### config.mk
export PLATFORM = sky130hd
export DESIGN_NAME = uart_rx_os_flat
export DESIGN_NICKNAME = d
export VERILOG_FILES = /design/src/rtl/uart_pkg.sv /design/src/rtl/uart_rx_os_if.sv /design/src/rtl/uart_os_tick_gen.sv /design/src/rtl/uart_rx_os.sv /design/src/flat_wrapper.sv
export SDC_FILE = /design/constraint.sdc
export NUM_CORES = 1
export LEC_CHECK = 0
export ABC_AREA = 1
export CAP_MARGIN = 20
export CELL_PAD_IN_SITES_DETAIL_PLACEMENT = 0
export CELL_PAD_IN_SITES_GLOBAL_PLACEMENT = 1
export CORE_MARGIN = 2
export CORE_UTILIZATION = 41
export DETAILED_ROUTE_END_ITERATION = 12
export PLACE_DENSITY = 0.7
export SYNTH_ARGS = -nofsm -noshare
export SYNTH_HDL_FRONTEND = slang
export SYNTH_SLANG_ARGS = --single-unit
### constraint.sdc
create_clock -name clk -period 3.15 [get_ports clk]
set_input_delay 0.4725 -clock clk [delete_from_list [all_inputs] [get_ports clk]]
set_output_delay 0.4725 -clock clk [all_outputs]
set_load 0.005 [all_outputs]
### src/rtl/uart_pkg.sv
// Shared types and helpers for the oversampling UART blocks.
package uart_pkg;

  typedef enum logic [2:0] {
    S_IDLE,
    S_START,
    S_DATA,
    S_PARITY,
    S_STOP,
    S_WAIT_IDLE
  } uart_rx_state_t;

  localparam int PARITY_NONE = 0;
  localparam int PARITY_EVEN = 1;
  localparam int PARITY_ODD  = 2;

  function automatic int uart_tick_div(
    input int clk_freq,
    input int baud,
    input int os
  );
    return clk_freq / (baud * os);
  endfunction

endpackage

### src/rtl/uart_rx_os_if.sv
// Word delivery bundle: holding-register outputs and consumer ready.
interface uart_rx_os_if #(
  parameter int DATA_BITS = 8
);
  logic [DATA_BITS-1:0] data_out;
  logic                 valid;
  logic                 ready;
  logic                 parity_err;
  logic                 frame_err;
  logic                 overrun;

  modport master (
    output data_out,
    output valid,
    input  ready,
    output parity_err,
    output frame_err,
    output overrun
  );

  modport slave (
    input  data_out,
    input  valid,
    output ready,
    input  parity_err,
    input  frame_err,
    input  overrun
  );
endinterface

### src/rtl/uart_os_tick_gen.sv
// Free-running oversample tick: one-cycle pulse every DIV clocks.
module uart_os_tick_gen
  import uart_pkg::*;
#(
  parameter int CLK_FREQ   = 50000000,
  parameter int BAUD_RATE  = 9600,
  parameter int OVERSAMPLE = 16
) (
  input  logic clk,
  input  logic reset,
  output logic tick
);
  localparam int DIV =
    uart_tick_div(CLK_FREQ, BAUD_RATE, OVERSAMPLE);
  localparam int CW = (DIV > 1) ? $clog2(DIV) : 1;
  localparam logic [CW-1:0] C_LAST = CW'(DIV - 1);

  logic [CW-1:0] r_cnt;
  logic          r_tick;

  always_ff @(posedge clk or posedge reset) begin
    if (reset) begin
      r_cnt  <= '0;
      r_tick <= 1'b0;
    end else if (r_cnt == C_LAST) begin
      r_cnt  <= '0;
      r_tick <= 1'b1;
    end else begin
      r_cnt  <= r_cnt + 1'b1;
      r_tick <= 1'b0;
    end
  end

  assign tick = r_tick;
endmodule

### src/rtl/uart_rx_os.sv
// Oversampling UART receiver with mid-bit sampling and a
// one-entry valid/ready holding register.
module uart_rx_os
  import uart_pkg::*;
#(
  parameter int DATA_BITS   = 8,
  parameter int STOP_BITS   = 1,
  parameter int PARITY_MODE = 0,
  parameter int OVERSAMPLE  = 16,
  parameter int BAUD_RATE   = 9600,
  parameter int CLK_FREQ    = 50000000
) (
  input  logic          clk,
  input  logic          reset,
  input  logic          rx,
  uart_rx_os_if.master  bus
);
  localparam int TW = $clog2(OVERSAMPLE);
  localparam int BW = $clog2(DATA_BITS + 1);
  localparam logic [TW-1:0] T_HALF = TW'(OVERSAMPLE/2 - 1);
  localparam logic [TW-1:0] T_FULL = TW'(OVERSAMPLE - 1);
  localparam logic [BW-1:0] B_LAST = BW'(DATA_BITS - 1);
  localparam logic [BW-1:0] S_LAST = BW'(STOP_BITS - 1);
  localparam logic HAS_PAR = (PARITY_MODE != PARITY_NONE);
  localparam logic ODD_PAR = (PARITY_MODE == PARITY_ODD);

  logic r_sync1, r_rxs;
  logic w_tick;

  uart_rx_state_t r_state, w_next;
  logic [TW-1:0]        r_tcnt;
  logic [BW-1:0]        r_bcnt;
  logic [DATA_BITS-1:0] r_shift;
  logic                 r_perr, r_ferr;

  logic [DATA_BITS-1:0] r_data;
  logic r_valid, r_pe, r_fe, r_ovr;

  logic w_half, w_full, w_commit, w_accept;

  always_ff @(posedge clk or posedge reset) begin
    if (reset) begin
      r_sync1 <= 1'b1;
      r_rxs   <= 1'b1;
    end else begin
      r_sync1 <= rx;
      r_rxs   <= r_sync1;
    end
  end

  uart_os_tick_gen #(
    .CLK_FREQ   (CLK_FREQ),
    .BAUD_RATE  (BAUD_RATE),
    .OVERSAMPLE (OVERSAMPLE)
  ) u_tick (
    .clk   (clk),
    .reset (reset),
    .tick  (w_tick)
  );

  assign w_half   = w_tick && (r_tcnt == T_HALF);
  assign w_full   = w_tick && (r_tcnt == T_FULL);
  assign w_commit = (r_state == S_STOP) && w_full
                    && (r_bcnt == S_LAST);
  assign w_accept = r_valid && bus.ready;

  always_ff @(posedge clk or posedge reset) begin
    if (reset) r_state <= S_IDLE;
    else       r_state <= w_next;
  end

  always_comb begin
    w_next = r_state;
    unique case (r_state)
      S_IDLE:
        if (w_tick && !r_rxs) w_next = S_START;
      S_START:
        if (w_half) w_next = r_rxs ? S_IDLE : S_DATA;
      S_DATA:
        if (w_full && (r_bcnt == B_LAST))
          w_next = HAS_PAR ? S_PARITY : S_STOP;
      S_PARITY:
        if (w_full) w_next = S_STOP;
      S_STOP:
        if (w_commit) w_next = r_rxs ? S_IDLE : S_WAIT_IDLE;
      S_WAIT_IDLE:
        if (r_rxs) w_next = S_IDLE;
      default:
        w_next = S_IDLE;
    endcase
  end

  // Counters restart on every state change so each phase times itself.
  always_ff @(posedge clk or posedge reset) begin
    if (reset) begin
      r_tcnt  <= '0;
      r_bcnt  <= '0;
      r_shift <= '0;
      r_perr  <= 1'b0;
      r_ferr  <= 1'b0;
    end else begin
      if ((r_state != w_next) || w_full) r_tcnt <= '0;
      else if (w_tick)                   r_tcnt <= r_tcnt + 1'b1;

      if (r_state != w_next) r_bcnt <= '0;
      else if (w_full)       r_bcnt <= r_bcnt + 1'b1;

      if ((r_state == S_DATA) && w_full)
        r_shift <= {r_rxs, r_shift[DATA_BITS-1:1]};

      if (r_state == S_START)
        r_perr <= 1'b0;
      else if ((r_state == S_PARITY) && w_full)
        r_perr <= (^{r_shift, r_rxs}) ^ ODD_PAR;

      if (r_state == S_START)
        r_ferr <= 1'b0;
      else if ((r_state == S_STOP) && w_full && !r_rxs)
        r_ferr <= 1'b1;
    end
  end

  always_ff @(posedge clk or posedge reset) begin
    if (reset) begin
      r_data  <= '0;
      r_valid <= 1'b0;
      r_pe    <= 1'b0;
      r_fe    <= 1'b0;
      r_ovr   <= 1'b0;
    end else begin
      r_ovr <= 1'b0;
      if (w_commit) begin
        if (!r_valid || w_accept) begin
          r_data  <= r_shift;
          r_pe    <= r_perr;
          r_fe    <= r_ferr | ~r_rxs;
          r_valid <= 1'b1;
        end else begin
          r_ovr <= 1'b1;
        end
      end else if (w_accept) begin
        r_valid <= 1'b0;
      end
    end
  end

  assign bus.data_out   = r_data;
  assign bus.valid      = r_valid;
  assign bus.parity_err = r_pe;
  assign bus.frame_err  = r_fe;
  assign bus.overrun    = r_ovr;
endmodule

### src/flat_wrapper.sv
// flat-port wrapper written by rule: the top's interface ports become plain ports
module uart_rx_os_flat import uart_pkg::*;
#(
  parameter int DATA_BITS   = 8,
  parameter int STOP_BITS   = 1,
  parameter int PARITY_MODE = 0,
  parameter int OVERSAMPLE  = 16,
  parameter int BAUD_RATE   = 9600,
  parameter int CLK_FREQ    = 50000000
)
  (clk, reset, rx, bus_data_out, bus_valid, bus_ready, bus_parity_err, bus_frame_err, bus_overrun);
  uart_rx_os_if #(.DATA_BITS(DATA_BITS)) bus_i ();
  input  logic clk;
  input  logic reset;
  input  logic rx;
  output wire logic [$bits(bus_i.data_out)-1:0] bus_data_out;
  output wire logic [$bits(bus_i.valid)-1:0] bus_valid;
  input wire logic [$bits(bus_i.ready)-1:0] bus_ready;
  output wire logic [$bits(bus_i.parity_err)-1:0] bus_parity_err;
  output wire logic [$bits(bus_i.frame_err)-1:0] bus_frame_err;
  output wire logic [$bits(bus_i.overrun)-1:0] bus_overrun;
  assign bus_data_out = bus_i.data_out;
  assign bus_valid = bus_i.valid;
  assign bus_i.ready = bus_ready;
  assign bus_parity_err = bus_i.parity_err;
  assign bus_frame_err = bus_i.frame_err;
  assign bus_overrun = bus_i.overrun;
  uart_rx_os #(.DATA_BITS(DATA_BITS), .STOP_BITS(STOP_BITS), .PARITY_MODE(PARITY_MODE), .OVERSAMPLE(OVERSAMPLE), .BAUD_RATE(BAUD_RATE), .CLK_FREQ(CLK_FREQ)) u_core (.clk(clk), .reset(reset), .rx(rx), .bus(bus_i));
endmodule
Word-level counts from Yosys, hierarchy flattened
Cells that the tools add are included.

Word-level logic and storage cells: 79. Input port bits: 4. Bits in read-only memories: 0. Output and inout bits: 12. RAM bits: 0. Memories: 0. Bits in registers: 45. Latch bits: 0.

Multiplexer cells: 24. Multiply operators: 0. Eq/ne operators: 11. Divide/modulo/power cells: 0. Shifts and indexed selects: 0. Reductions and logical operators: 24. Add/sub/neg operators: 3. Bitwise logic cells: 2. Magnitude comparators: 0.

Operators by type and width (number): $mux W3 (7); $pmux W3 S6 (1); $mux W4 (4); $logic_and A1 B1 Y1 (10); $mux W1 (10); $reduce_bool A2 Y1 (5); $add A9 B1 Y9 const B (1); $eq A9 B9 Y1 const B (1); $mux W9 (1); $reduce_xor A9 Y1 (1); $add A4 B1 Y4 const B (2); $eq A4 B3 Y1 const B (2); $eq A3 B2 Y1 const B (2); $eq A3 B3 Y1 const B (2); $eq A4 B4 Y1 const B (1); $logic_not A4 Y1 (1); $reduce_and A2 Y1 (2); $eq A3 B1 Y1 const B (1); $logic_not A3 Y1 (1); $ne A3 B3 Y1 (1); $logic_not A1 Y1 (2); $logic_or A1 B1 Y1 (2); $mux W2 (1); $ne A2 B2 Y1 const B (1); 2 further kinds (2).

Depth between registers and ports, before layout
Gate-level depths: netlist of the first run.

Depth after elaboration: 9. Mapped depth: 12. Gate-level depth less buffers: 12.

Hierarchy
From an unflattened synthesis of the first run, not the netlist that was laid out.

Cells, all modules: 260. Area total of the unflattened synthesis: 2270.9 um^2.

By module, submodules not included: uart_rx_os (area each 1759.2 um^2, instances 1, cells an instance 193, seq. area each 878.3 um^2); uart_os_tick_gen (area each 511.7 um^2, instances 1, cells an instance 67, seq. area each 250.2 um^2).

Worst setup path before layout of the first run
Ideal clock, no wire load.

Path kind: register to register. Start: register u_core.r_tcnt[0]. End: register u_core.r_bcnt[2]. Arrival time: 1.377 ns. Library setup time: 0.120 ns. Data required time: 3.030 ns. Cell stages (with the launch flop): 13. Period minus slack after synthesis: 1.497 ns. Path buffers: 0. Path slack: 1.653 ns. Path through: dfrtp_1 > ha_1 > nand2_4 > clkinv_4 > nand2_4 > nor2_4 > nand2_4 > nand2_2 > nand3_1 > nand2_2 > clkinv_2 > nand2_4 > nor2_2.

Longest elaborated chain between the ends: 8. Elaborated cells on any way between the ends: 15. Those cells by class: 3 x eq/ne; 6 x mux; 6 x reduce/logical.

Ends and longest elaborated chain: start: declaration (line uart_rx_os.sv:31) `logic [TW-1:0] r_tcnt;`; start signal: assignment (line uart_rx_os.sv:103) `else if (w_tick) r_tcnt <= r_tcnt + 1'b1;`; $eq A4 B4 Y1 (line uart_rx_os.sv:62) `assign w_full = w_tick && (r_tcnt == T_FULL);`; $logic_and A1 B1 Y1 (line uart_rx_os.sv:62); $logic_and A1 B1 Y1 (line uart_rx_os.sv:63) `assign w_commit = (r_state == S_STOP) && w_full`; $logic_and A1 B1 Y1 (line uart_rx_os.sv:64) `&& (r_bcnt == S_LAST);`; $mux W3 (line uart_rx_os.sv:85) `if (w_commit) w_next = r_rxs ? S_IDLE : S_WAIT_IDLE;`; $pmux W3 S6 (line uart_rx_os.sv:74) `unique case (r_state)`; $ne A3 B3 Y1 (line uart_rx_os.sv:105) `if (r_state != w_next) r_bcnt <= '0;`; $mux W4 or $reduce_bool A2 Y1 (tied branches); end signal: assignment (line uart_rx_os.sv:106) `else if (w_full) r_bcnt <= r_bcnt + 1'b1;`; end: declaration (line uart_rx_os.sv:32) `logic [BW-1:0] r_bcnt;`.

Parallel ways exist; a longest one is shown, timed or not. A chain may end at the register's enable or synchronous reset.

Worst setup path in the final report of the first run
Start: register u_core.r_state[0]. End: register u_core.r_bcnt[2].

Longest elaborated chain between the ends: 7. Elaborated cells on any way between the ends: 18. Those cells by class: 6 x eq/ne; 8 x mux; 4 x reduce/logical.

Ends and longest elaborated chain: start: declaration (line uart_rx_os.sv:30) `uart_rx_state_t r_state, w_next;`; start signal: assignment (line uart_rx_os.sv:69) `else r_state <= w_next;`; $eq A3 B3 Y1 (line uart_rx_os.sv:63, uart_rx_os.sv:74); $logic_and A1 B1 Y1 (line uart_rx_os.sv:63); $logic_and A1 B1 Y1 (line uart_rx_os.sv:64); $mux W3 (line uart_rx_os.sv:85); $pmux W3 S6 (line uart_rx_os.sv:74); $ne A3 B3 Y1 (*) (line uart_rx_os.sv:105); $mux W4 or $reduce_bool A2 Y1 (tied branches).

Every way passes the cells marked *; elsewhere a longest branch is shown, timed or not.

==> flow_metrics.tcl, run 1 <==
set metrics [dict create \
    status "finished, final reports clean" \
    grt_pass1_wl_um 6962 \
    wl_um 3716 \
    ys_ff_latch 45 \
    clk_pin_slew_worst_paths_ps 80 \
    grt_pass1_vias 1543 \
    syn_inst 242 \
    fin_skew_ps 7.851 \
    crit_type "reg2reg" \
    cts-root-buf "clkbuf_8" \
    multi_input_area_um2 977.2 \
    p_switching_mw 0.2179 \
    initial_core_util_pct 41.75 \
    final_area_um2 2630 \
    post_drt_wl_per_cell_um 11.09 \
    cts.sinks 45 \
    coreArea_um2 5439 \
    area_delta_synth_final_pct 15.81 \
    cp-end-kind "flop" \
    maxSlewViolCount 0 \
    r2r_cells 10 \
    setup_viol 0 \
    grt_start_max_net_pins 46 \
    power.total_mw 1.132 \
    vias_per_cell 4.546 \
    cts_buffers 5 \
    syn-num-nets 251 \
    dpl.hpwl_um 2675 \
    die_h_um 78.43 \
    boundaryPins 16 \
    rsz0062_at_grt "no" \
    p_per_area_nw_per_um2 430.6 \
    port_buffers 15 \
    rr_startpoint "u_core.r_state[0]$_DFF_PP0_" \
    h-tree-depth 2 \
    hold_ws_ps 357.8 \
    start_kind "flop" \
    cts_resized 0 \
    tritoncts "built" \
    die_area_um2 6150 \
    drv_cap 0 \
    cts_hold_buf 0 \
    track_usage_pct 14.42 \
    r2r-end "u_core.r_bcnt[2]$_DFFE_PP0P_" \
    fmax_mhz 599.5 \
    std_cell_rows 27 \
    max_slew_margin_pct 37.67 \
    vias 1523 \
    syn_area_per_cell_um2 9.384 \
    synth_cell_types 35 \
    p_sw_share_pct 19.24 \
    ant_nets 0 \
    fill_cells 540 \
    crit_path_max_fanout 7 \
    power_frac_seq_pct 51.9 \
    totalNegativeSetupSlack_ps 0 \
    cts_setup_buffers 0 \
    placed_area_um2 2496 \
    drive_gt1_share_pct 20.53 \
    antenna_found_initial 0 \
    irDropWorstVdd_mv 0.1628 \
    r2r_setup_slack_ps 1480 \
    nets 271 \
    comb_power_share_pct 3.0 \
    grt_overflow 0 \
    power.leakage_nw 1.262 \
    drc_errors 0 \
    gp_congestion 0.7742 \
    worst_slew_pin_slew_ps 933.6 \
    yosysWarnings 0 \
    power.internal_mw 0.9145 \
    hold_viol 0 \
    layout_min_cycle_time_ps 1668 \
    synth_area_um2 2271 \
    hold_path_class "reg2reg" \
    first_pass_iters 4 \
    crit_arrival_ps 1850 \
    ff_latch_area_um2 1129 \
    required_ps 3340 \
    synth-seq-area-share_pct 49.70 \
    drt_iter0_drc 59 \
    hold_end "u_core.r_rxs$_DFF_PP1_" \
    clk_path_buf_depth 2 \
    min_period_over_period_pct 52.95 \
    worstHoldStart "u_core.r_sync1$_DFF_PP1_" \
    clkPwrFrac_pct 45.1 \
    die_w_um 78.43 \
    timing.hold.worst_path_depth 0 \
    clk_latency_ps 300 \
    antenna_cells 0 \
]
==> cell type report <==
| cell class | instances | share of cell area, % |
|---|---|---|
| Multi-Input combinational cell | 160 | 37.16 |
| Clock buffer | 5 | 2.617 |
| Sequential cell | 45 | 42.91 |
| Tap cell | 72 | 3.425 |
| Timing Repair Buffer | 15 | 5.709 |
| Inverter | 35 | 5.709 |
| Clock inverter | 3 | 2.474 |
==> power groups by stage <==
stage                     Sequential, mW  Clock [mW]  Combinational (mW)
after floorplan                    0.599           0              0.0174
after CTS                          0.587       0.530              0.0356
final                              0.587       0.511              0.0340
after global placement             0.599           0              0.0350
after global routing               0.588       0.557              0.0392
after detailed placement           0.599           0              0.0354
==> cells by family after synthesis <==
group | count (synthesis) | synth area share (%)
flip-flops | 45 | 49.70
AO/OA/AOI/OAI | 23 | 6.391
XOR/XNOR | 14 | 5.400
buffers and inverters | 37 | 7.272
multiplexers | 1 | 0.4408
AND/OR/NAND/NOR | 117 | 28.04
adder cells (fa/ha/maj) | 5 | 2.755
==> cell usage in the layout (no fill, tap or decap), drive strengths merged, types with 5 or more instances in the layout <==
cell           Yosys  final
nand2             61     61
dfrtp             43     43
inv               32     32
nor2              29     29
o21ai             18     18
clkdlybuf4s50      0     15
nand3              9      9
xor2               8      8
nand4              6      6
xnor2              6      6
ha                 5      5
clkbuf             1      5
==> metrics by stage <==
| step | std cells | util [%] | setup slack, ps |
|---|---|---|---|
| 6_report | 335 | 48.36 | 1482 |
| 5_1_grt | 335 | 48.36 | 1320 |
| 4_1_cts | 335 | 48.36 | 1467 |
| 3_5_place_dp | 327 | 45.89 | 1459 |
| 3_3_place_gp | 327 | 45.89 | 1462 |
| 2_1_floorplan | 242 | - | 1621 |
==> synth_stat cells (all sizes together) <==
| library cell | instances | area (um2) |
|---|---|---|
| a21oi | 3 | 15.01 |
| a31oi | 1 | 6.260 |
| buf | 1 | 11.26 |
| clkbuf | 1 | 3.750 |
| clkinv | 3 | 30.03 |
| dfrtp | 43 | 1076 |
| dfstp | 2 | 52.55 |
| ha | 5 | 62.56 |
| inv | 32 | 120.1 |
| mux2i | 1 | 10.01 |
| nand2 | 61 | 286.5 |
| nand3 | 9 | 60.06 |
| nand3b | 2 | 15.01 |
| nand4 | 6 | 37.54 |
| nor2 | 29 | 146.4 |
| nor3 | 3 | 25.02 |
| nor3b | 4 | 41.29 |
| nor4 | 1 | 12.51 |
| o21ai | 18 | 116.4 |
| o21bai | 1 | 7.510 |
| or2 | 1 | 6.260 |
| or3 | 1 | 6.260 |
| xnor2 | 6 | 52.55 |
| xor2 | 8 | 70.07 |
==> how the worst max path moves through the flow <==
| stage | start | end | slack, ps | depth (start not counted) |
|---|---|---|---|---|
| 5_1_grt | u_core.r_tcnt[0]$_DFFE_PP0P_ | u_core.r_tcnt[3]$_DFFE_PP0P_ | 1320 | 11 |
| 3_3_place_gp | bus_ready | u_core.bus.data_out[6]$_DFFE_PP0P_ | 1460 | 6 |
| 4_1_cts | u_core.r_tcnt[0]$_DFFE_PP0P_ | u_core.r_bcnt[2]$_DFFE_PP0P_ | 1470 | 11 |
| 3_5_place_dp | reset | u_core.r_state[1]$_DFF_PP0_ | 1460 | 2 |
| 6_report | u_core.r_state[0]$_DFF_PP0_ | u_core.r_bcnt[2]$_DFFE_PP0P_ | 1480 | 10 |
| 2_1_floorplan | reset | u_core.bus.data_out[0]$_DFFE_PP0P_ | 1620 | 1 |
==> registers in the layout (all words and copies together), names as in the netlist <==
register,flops
u_core.bus.parity_err,1
u_core.u_tick.r_cnt,9
u_core.r_tcnt,4
u_core.r_state,3
u_core.r_bcnt,4
u_core.r_rxs,1
u_core.r_ferr,1
u_core.r_shift,8
u_core.bus.data_out,8
u_core.u_tick.tick,1
u_core.bus.overrun,1
u_core.bus.valid,1
u_core.r_sync1,1
u_core.bus.frame_err,1
u_core.r_perr,1
==> routing by layer <==
metal / GRT usage, % / share of wire [%] / up-vias
met4: 4.737 / 1.2 / 0
met5: 0 / 0 / -
met3: 3.793 / 2.6 / 5
met1: 19.16 / 52 / 703
met2: 22.93 / 44 / 18
li1: - / - / 797
==> critical path: stages (launching register included) <==
cell      delay, ps
dfrtp_1         470
nor2_1          210
nand2_2         120
nor2_4          170
nand2_4          90
nand2_2          70
nand3_1          90
nand2_2         100
clkinv_2         80
nand2_4         110
nor2_2           40
Note: power is estimated with default switching activity, not from simulation.
==> run 2: changes to the inputs <==
==> constraint.sdc (replaced) <==
create_clock -name clk -period 1.7 [get_ports clk]
set_input_delay 0.255 -clock clk [delete_from_list [all_inputs] [get_ports clk]]
set_output_delay 0.255 -clock clk [all_outputs]
set_load 0.005 [all_outputs]
==> flow_metrics.tcl, run 2 (same netlist as run 1, synthesis figures left out) <==
set metrics [dict create \
    status "finished, final reports clean" \
    clk_pin_slew_worst_paths_ps 80 \
    die_w_um 78.43 \
    drive_gt1_share_pct 24.26 \
    start_kind "flop" \
    cts_buffers 5 \
    hold_ws_ps 242.9 \
    vias 1569 \
    nets 280 \
    grt_pass1_vias 1556 \
    required_ps 1890 \
    ant_nets 0 \
    drc_errors 0 \
    grt_use_met3_pct 3.908 \
    ff_latch_area_um2 1129 \
    power.leakage_nw 1.311 \
    grt_most_used_layer "met2" \
    maxSlewViolCount 0 \
    fmax_mhz 619.3 \
    hold_viol 0 \
    dp_cells 334 \
    crit_path_max_fanout 5 \
    area_delta_synth_final_pct 19.83 \
    cpPeakStageDelay_ps 390 \
    coreArea_um2 5439 \
    wl_um 3798 \
    grt_pass1_wl_um 6817 \
    p_switching_mw 0.4054 \
    crit_arrival_ps 1800 \
    clk_latency_ps 300 \
    die_h_um 78.43 \
    std_cell_rows 27 \
    largest_reg_flops 9 \
    post_drt_wl_per_cell_um 11.04 \
    use_met2_pct 23.45 \
    power.internal_mw 1.700 \
    cp_top_family "simple AND/OR/NAND/NOR gates" \
    slowest_stage "dfrtp_1" \
    drt_iter0_drc 55 \
    final_common_cell "nand2_1" \
    path_depth 12 \
    irDropWorstVdd_mv 0.3547 \
    clk_path_buf_depth 2 \
    r2r_setup_slack_ps 90 \
    gp_congestion 0.8671 \
    comb_power_share_pct 3.4 \
    hold_path_class "in2async" \
    dpl.hpwl_um 2820 \
    stdcell_count 344 \
    rr_startpoint "u_core.r_tcnt[0]$_DFFE_PP0P_" \
    r2r-end "u_core.r_bcnt[1]$_DFFE_PP0P_" \
    first_pass_iters 4 \
    fin_skew_ps 3.844 \
    max_slew_margin_pct 75.96 \
    boundaryPins 16 \
    clkPwrFrac_pct 45.0 \
    h-tree-depth 2 \
    vias_per_cell 4.561 \
    antenna_cells 0 \
    cp-endpoint "u_core.r_bcnt[1]$_DFFE_PP0P_" \
    track_usage_pct 14.19 \
    grt_overflow 0 \
    min_period_over_period_pct 94.98 \
    top_register "u_core.u_tick.r_cnt" \
    power_frac_seq_pct 51.7 \
    p_per_area_nw_per_um2 773.8 \
    fill_cells 511 \
    grt_start_max_net_pins 27 \
    worst_slew_pin_slew_ps 360.0 \
    port_buffers 15 \
    grt_use_met1_pct 17.49 \
    tritoncts "built" \
    rsz0062_at_grt "yes" \
    die_area_um2 6150 \
    multi_input_area_um2 988.4 \
    p_sw_share_pct 19.25 \
    final_cell_mix "nand2_1, dfrtp_1, inv_1, nor2_1, clkdlybuf4s50_1" \
    path_buf_inv 2 \
    antenna_found_initial 0 \
    layout_min_cycle_time_ps 1615 \
    cts-root-buf "clkbuf_8" \
    cp-end-kind "flop" \
    setup_viol 0 \
    r2r_cells 12 \
    crit_path_frequent_cell "nand2_4" \
    startpoint "u_core.r_tcnt[0]$_DFFE_PP0P_" \
    totalNegativeSetupSlack_ps 0 \
    cts_hold_buf 0 \
    cts.sinks 45 \
    initial_core_util_pct 41.75 \
    worstPathCellList "ha_2, nand2_4, clkinv_4, nand2_4, nor2_4, nand2_4, nand2_2, nand3_1, nand2_2, clkinv_2, nand2_4, nor2_2" \
    crit_type "reg2reg" \
    drv_cap 0 \
]
## run 2: routing by layer
layer / up-vias / share of wire, %
met1: 719 / 49
met4: 0 / 1.6
met3: 5 / 3.2
li1: 823 / -
met2: 22 / 47
met5: - / 0
## run 2: worst min-delay path by stage
| stage | from | to | slack (ps) | cells past startpoint |
|---|---|---|---|---|
| floorplan | rx | u_core.r_sync1$_DFF_PP1_ | 260 | 0 |
| global placement | u_core.r_sync1$_DFF_PP1_ | u_core.r_rxs$_DFF_PP1_ | 350 | 0 |
| detailed placement | u_core.r_sync1$_DFF_PP1_ | u_core.r_rxs$_DFF_PP1_ | 350 | 0 |
| CTS | reset | u_core.r_tcnt[1]$_DFFE_PP0P_ | 250 | 2 |
| global route | reset | u_core.u_tick.r_cnt[8]$_DFF_PP0_ | 270 | 2 |
| finish | reset | u_core.r_state[0]$_DFF_PP0_ | 240 | 2 |
## run 2: per-stage QoR
stage | area [um2] | worst slack [ps] | util, % | power (mW)
after global routing | 2721 | -23.56 | 50.03 | 2.190
final | 2721 | 85.28 | 50.03 | 2.106
after CTS | 2695 | 44.53 | 49.55 | 2.144
after floorplan | 2271 | 203.2 | - | 1.142
after global placement | 2561 | 63.48 | 47.09 | 1.183
after detailed placement | 2561 | 64.93 | 47.09 | 1.184
## run 2: cell type report
type | instances | area share (%)
Clock buffer | 5 | 2.529
Clock inverter | 3 | 2.391
Inverter | 35 | 5.517
Multi-Input combinational cell | 160 | 36.32
Sequential cell | 45 | 41.47
Tap cell | 72 | 3.310
Timing Repair Buffer | 24 | 8.460
## run 2: repair_timing
| item | in CTS | in global routing |
|---|---|---|
| buffers inserted | 0 | 2 |
| gates resized for setup | 0 | 3 |
| endpoints found under the setup margin | 0 | 17 |
## run 2: power groups by stage
stage,registers [mW],clock network [mW],logic [mW]
2_1_floorplan,1.11,0,0.0322
3_3_place_gp,1.11,0,0.0737
3_5_place_dp,1.11,0,0.0742
4_1_cts,1.09,0.981,0.0742
5_1_grt,1.09,1.02,0.0805
6_report,1.09,0.947,0.0708
